===== src/rtl/regfile.sv =====
// regfile: MIPS32 general-purpose register file with a pending-write scoreboard.
// Two combinational read ports (rs/rt) serve decode, and one clocked write port
// serves write-back. Each of r1..r31 has a small saturating counter. Decode
// reserves a destination at issue and write-back releases it. Decode uses
// pend1/pend2 to spot operands whose producing write has not retired yet.
// r0 has no storage and no counter. It always reads zero and is never pending.
// Optional build macro: REGFILE_BYPASS_EN. When defined, a same-cycle write is
// forwarded to a matching read port. A read of a register whose last
// reservation is retiring in that cycle then reports not-pending.
module regfile #(
    parameter int PEND_W   = 2,
    parameter int MAX_PEND = 3
) (
    input  logic        clk,
    input  logic        rst,
    input  logic        we,
    input  logic [4:0]  waddr,
    input  logic [31:0] wdata,
    input  logic        re1,
    input  logic [4:0]  raddr1,
    output logic [31:0] rdata1,
    input  logic        re2,
    input  logic [4:0]  raddr2,
    output logic [31:0] rdata2,
    input  logic        rsv_en,
    input  logic [4:0]  rsv_addr,
    output logic        pend1,
    output logic        pend2,
    output logic        rsv_ovf
);

    localparam logic [PEND_W-1:0] LP_MAX  = PEND_W'(MAX_PEND);
    localparam logic [PEND_W-1:0] LP_ONE  = PEND_W'(1);
    localparam logic [PEND_W-1:0] LP_ZERO = '0;

    logic [31:0]       r_regs [1:31];
    logic [PEND_W-1:0] r_cnt  [1:31];
    logic              r_rsv_ovf;

    logic              w_inc  [1:31];
    logic              w_dec  [1:31];
    logic              w_ovf_set;
    logic [31:0]       w_rdata1;
    logic [31:0]       w_rdata2;
    logic              w_pend1;
    logic              w_pend2;

    // Decode reserve/release requests per register and detect a reservation hitting a saturated counter
    always_comb begin
        w_ovf_set = 1'b0;
        for (int i = 1; i < 32; i++) begin
            w_inc[i] = rsv_en && (rsv_addr == 5'(i));
            w_dec[i] = we && (waddr == 5'(i)) && (r_cnt[i] != LP_ZERO);
            if (w_inc[i] && !w_dec[i] && (r_cnt[i] >= LP_MAX)) begin
                w_ovf_set = 1'b1;
            end
        end
    end

    // Register storage, pending counters and the sticky overflow flag; reset discards writes and reservations
    always_ff @(posedge clk) begin
        if (rst) begin
            for (int i = 1; i < 32; i++) begin
                r_regs[i] <= '0;
                r_cnt[i]  <= '0;
            end
            r_rsv_ovf <= 1'b0;
        end else begin
            for (int i = 1; i < 32; i++) begin
                if (we && (waddr == 5'(i))) begin
                    r_regs[i] <= wdata;
                end
                if (w_inc[i] && !w_dec[i]) begin
                    if (r_cnt[i] < LP_MAX) begin
                        r_cnt[i] <= r_cnt[i] + LP_ONE;
                    end
                end else if (w_dec[i] && !w_inc[i]) begin
                    r_cnt[i] <= r_cnt[i] - LP_ONE;
                end
            end
            if (w_ovf_set) begin
                r_rsv_ovf <= 1'b1;
            end
        end
    end

    // Port 1 (rs) read data and pending flag, forced quiet during reset and for r0
    always_comb begin
        w_rdata1 = '0;
        w_pend1  = 1'b0;
        if (!rst && re1 && (raddr1 != 5'd0)) begin
            w_rdata1 = r_regs[raddr1];
            w_pend1  = (r_cnt[raddr1] != LP_ZERO);
`ifdef REGFILE_BYPASS_EN
            if (we && (waddr == raddr1)) begin
                w_rdata1 = wdata;
                if (r_cnt[raddr1] == LP_ONE) begin
                    w_pend1 = 1'b0;
                end
            end
`endif
        end
    end

    // Port 2 (rt) read data and pending flag, same rules as port 1
    always_comb begin
        w_rdata2 = '0;
        w_pend2  = 1'b0;
        if (!rst && re2 && (raddr2 != 5'd0)) begin
            w_rdata2 = r_regs[raddr2];
            w_pend2  = (r_cnt[raddr2] != LP_ZERO);
`ifdef REGFILE_BYPASS_EN
            if (we && (waddr == raddr2)) begin
                w_rdata2 = wdata;
                if (r_cnt[raddr2] == LP_ONE) begin
                    w_pend2 = 1'b0;
                end
            end
`endif
        end
    end

    assign rdata1  = w_rdata1;
    assign rdata2  = w_rdata2;
    assign pend1   = w_pend1;
    assign pend2   = w_pend2;
    assign rsv_ovf = r_rsv_ovf;

endmodule


===== config.mk =====
export PLATFORM = sky130hd
export DESIGN_NAME = regfile
export DESIGN_NICKNAME = d
export VERILOG_FILES = /design/src/rtl/regfile.sv
export SDC_FILE = /design/constraint.sdc
export NUM_CORES = 2
export LEC_CHECK = 0
export ABC_CLOCK_PERIOD_IN_PS = 4500
export CORE_UTILIZATION = 35
export DETAILED_ROUTE_END_ITERATION = 8
export MAX_ROUTING_LAYER = met4
export PLACE_DENSITY = 0.55
export SYNTH_ARGS = -nofsm -noshare
export SYNTH_HDL_FRONTEND = slang
export SYNTH_SLANG_ARGS = --single-unit

===== constraint.sdc =====
create_clock -name clk -period 4.5 [get_ports clk]
set_clock_uncertainty 0.15 [all_clocks]
set_input_delay 0.45 -clock clk [delete_from_list [all_inputs] [get_ports clk]]
set_output_delay 0.45 -clock clk [all_outputs]
set_load 0.005 [all_outputs]

# [Word-level counts from Yosys, hierarchy flattened]
# Memories as Yosys holds them, arrays and structs flattened.
# Cells that the tools add are included.
[op_classes] n_addsub=62 order_cmp=62 eq_ne=62 muxes=471 bitwise_logic=93 reduce_logical=288
[ops] cell="32-bit 2-to-1 mux" count=33
[ops] cell="1-bit 2-to-1 mux" count=376
[ops] cell="1-bit logical AND" count=190
[ops] cell="5-bit equality test (second input constant)" count=32
[ops] cell="2-bit 2-to-1 mux" count=62
[ops] cell="1-bit OR" count=93
[ops] cell="5-bit by 4-bit equality test with 1-bit output (second input constant)" count=16
[ops] cell="2-bit nonzero test" count=33
[ops] cell="1-bit zero test" count=63
[ops] cell="2-bit by 1-bit adder with 2-bit output (second input constant)" count=31
[ops] cell="2-bit greater-or-equal comparator (second input constant)" count=31
[ops] cell="2-bit less-than comparator (second input constant)" count=31
[ops] cell="2-bit by 1-bit subtractor with 2-bit output (second input constant)" count=31
[ops] cell="5-bit by 3-bit equality test with 1-bit output (second input constant)" count=8
[ops] cell="5-bit by 2-bit equality test with 1-bit output (second input constant)" count=4
[ops] cell="5-bit by 1-bit equality test with 1-bit output (second input constant)" count=2
[ops] cell="5-bit nonzero test" count=2
[totals] register_bits=1 ram_bits=1054 output_inout_bits=67 word_cells=1041 n_memories=2
[mem_list] name="r_regs" words=31 width=32 rd=2 rd_ports_with_merged_regs=0 write_ports=31 line_no="36" text="logic [31:0] r_regs [1:31];"
[mem_list] name="r_cnt" words=31 width=2 rd=33 rd_ports_with_merged_regs=0 write_ports=31 line_no="37" text="logic [PEND_W-1:0] r_cnt [1:31];"

# [Logic depth before layout (Yosys ltp)]
[logic_depth] ltp_word=37 mapped_depth=9 ltp_nobuf=7

# [Least setup slack after synthesis]
# No wires, ideal clock.
[synth_path] kind="input-to-reg" startpoint="input waddr[2]" endpoint="memory r_regs[2][0], enable pin" setup_ns=0.466 arrival_ns=3.430 t_required_ns=3.884 setup_slack_ns=0.454 cell_stages=3 path_buffers=1 path_cell_list="or4b_1 -> buf_2 -> o21ai_0"
[synth_rtl] element="start: declaration" line_no="17" text="input logic [4:0] waddr,"
[synth_rtl] element="end: declaration" line_no="36"

# [Worst setup path after layout]
[layout_path] startpoint="input raddr1[0]" endpoint="output pend1"
[layout_between] elab_chain_len=3 elab_cells_between_ends=5
[layout_rtl] element="start: declaration" line_no="20" text="input logic [4:0] raddr1,"
[layout_rtl] element="memory read 31 x 2 bit or 5-bit nonzero test (tied branches)"
[layout_rtl] element="2-bit nonzero test or 1-bit logical AND (tied branches)" line_no="93, 91"
[layout_rtl] element="1-bit 2-to-1 mux (*)" line_no="91" text="if (!rst && re1 && (raddr1 != 5'd0)) begin"
[layout_rtl] element="end: declaration" line_no="27" text="output logic pend1,"
# Every way passes the cells marked *; elsewhere a longest branch is shown, timed or not.

==> metrics <==
CTS Sinks=1055; antenna violations before repair=20; layout cells sized above 1=0.244; Placed Instances=6171; die footprint=0.168 mm^2; Synth cell types=60; GRT Total Usage=0.261; Power Total=24400 uW; global route overflow=0; crit path buf inv count=3; top cell type's share of synthesized area=0.543; asr flop ratio synth=0; Worst Hold Class=input port to flop; routability congestion estimate=0.845; setup repair bufs after CTS=0; DRC=12; DR iter-0 viols=4854; Slew Viols, Final=0; startpoint types=input port; Synthesized Nets=4183; row cnt=149; pin count of the biggest net entering global routing=64; Worst-Margin Slew=1.18 ns; number of global-route vias before repair=37500; CP max stage delay=0.72 ns; Mapped Avg Cell Area=14.4 um^2; Warnings, synthesis=0; via-per-instance ratio=5.95; first-pass GRT wire length=299000 um; Crit. End Element=output pin; predominant post-synthesis flop cell=edfxtp_1; Post-DP Area=0.0636 mm^2; Reg clk slew, reported paths=0.06 ns; Synth area leaders=edfxtp_1 54%, mux4_2 19%, and2_1 11%; outcome=finished, violations left; dpl hpwl=127000 um; die width=410 um; depth of the CTS H-tree=3; Synth Cell Area=0.0583 mm^2; height of the die=410 um; count of final setup violators=0; Fin. Hold Viols=0; slowest cell on the critical path=a211oi_1; crit-path most repeated cell=a211oi_1; Leak Pwr=0.0230 uW; Core ar.=0.165 mm^2; Post-synth top cells=1054 x edfxtp_1, 996 x and2_1, 504 x mux4_2, 318 x clkbuf_1, 130 x nor2_1; CTS Buf Count=115; P per Cell Area=362 mW/mm^2; post-route cell area=0.0674 mm^2; sequential area share after synthesis=0.543; Final period util=0.953; Top-Level Pins=125; number of synthesized flops with an enable pin=1054; Non-Filler Instances=6399; ANT nets after route=0; CP Max Fanout=41; hold slack=0.253 ns; Critical Path RT=3.90 ns; RSZ-0062 raised after global routing=false; delay-heaviest family, CP=compound AO/OA/AOI/OAI gates; fmax=233 MHz; Worst Path Class, Setup=input port to output pin; Clock Tree Buf Depth=3; min cycle time layout=4.29 ns; Mapped Cells=4063; # hold bufs at CTS=0; max cap viols=0; count leader, synth=edfxtp_1; Yosys reg bits=1055; Starting Density=0.353; post-synth top area cell=edfxtp_1; Avg WL per Cell=33.7 um; violated checks=DRC; final net count=4219; VDD IR-drop max=0.362 mV; CTS tree=done; root buffer selected by CTS=clkbuf_16; Slew HR=0.210; 1st-pass router iterations=8; total wire length=215000 um; synthesis-to-layout area growth=15.5%; Worst Path Arrival=3.69 ns; Skew-Pair Late Insertion Delay=0.71 ns; CP cell instances=buf_8 -> buf_12 -> nor3_1 -> a211o_1 -> a221oi_1 -> a211oi_1 -> a211oi_1 -> clkdlybuf4s50_1; IO Port Bufs=124; DR vias=38100
-- routing by layer --
metal | vias to the layer above | GRT usage | routed length (um)
met5 | - | - | 0
li1 | 15700 | - | -
met2 | 2028 | 0.413 | 103000
met4 | 0 | 0.0927 | 7220
met1 | 20000 | 0.338 | 85800
met3 | 397 | 0.0466 | 19700
-- kinds of logic after synthesis --
family                     after synthesis  share of synthesized area
adders and majority gates               62                     0.0133
and+or+nand+nor                       1429                      0.144
DFF                                   1055                      0.543
AOI/OAI and AO/OA                      344                     0.0395
buffers and inverters                  487                     0.0334
muxes                                  686                      0.227
-- through the flow --
step / setup TNS [ns] / setup WS, ns / utilization
after floorplan: 0 / 0.454 / -
after global placement: -0.0202 / -0.0202 / 0.385
after detailed placement: -0.0349 / -0.0349 / 0.385
after CTS: 0 / 0.0444 / 0.408
after global routing: 0 / 0.0688 / 0.408
final: 0 / 0.212 / 0.408
-- report_power, final --
| group | total [uW] | internal (uW) | switching [uW] |
|---|---|---|---|
| Combinational | 3070 | 1340 | 1730 |
| Clock | 9670 | 5470 | 4200 |
| Sequential | 11600 | 11400 | 279 |
| Total | 24400 | 18200 | 6210 |
-- path summary, 6_finish.rpt --
kind,start,endpoint,slack (ns),depth (start not counted)
min reg2reg,r_cnt[22][0],r_cnt[22][0],0.47,1
max reg2reg,r_cnt[31][0],rsv_ovf,2.30,6
min,rst,r_cnt[22][0],0.25,3
max,raddr1[0],pend1,0.21,8
-- cell type report --
| class | instances | area [um^2] |
|---|---|---|
| Clock inverter | 68 | 728 |
| Clock buffer | 144 | 3010 |
| Timing Repair Buffer | 337 | 3600 |
| Antenna cell | 16 | 40.0 |
| Fill cell | 15000 | 97800 |
| Multi-Input combinational cell | 2521 | 25300 |
| Tap cell | 2189 | 2740 |
| Sequential cell | 1055 | 31700 |
| Inverter | 69 | 262 |
-- cell usage in the layout, fill, tap and decap left out, types with 11 or more instances in the layout --
cell	n
nand3b_1	14
a21oi_1	115
a22o_1	31
nor2b_1	16
o21ai_0	32
mux2i_1	128
clkinv_1	21
clkdlybuf4s50_1	114
clkinv_2	25
nor2_4	32
nor2_1	98
inv_1	68
or3_1	11
and2_1	996
o221ai_1	21
edfxtp_1	1054
ha_1	62
a221oi_1	58
buf_4	157
clkbuf_1	28
diode_2	16
nand3_1	13
bufinv_16	13
clkbuf_16	116
o21ai_4	31
buf_12	60
a31oi_1	12
mux2_2	54
nand2_1	68
nor3_1	123
mux4_2	504
-- flip-flops by register name (all words and copies together) (netlist names) --
signal / flops
r_cnt: 62
r_regs: 992
rsv_ovf: 1
-- what timing repair did --
item                                   in CTS  in global routing
setup endpoints to repair                   1                  1
endpoints found under the hold margin       0                  0
resized for setup                           1                  1
-- worst min-delay path: cells and delay by family --
kind	cells	cell delay [ns]
buffers and inverters	2	0.38
and+or+nand+nor	1	0.15
No activity file was read; power rests on OpenSTA's default activity.
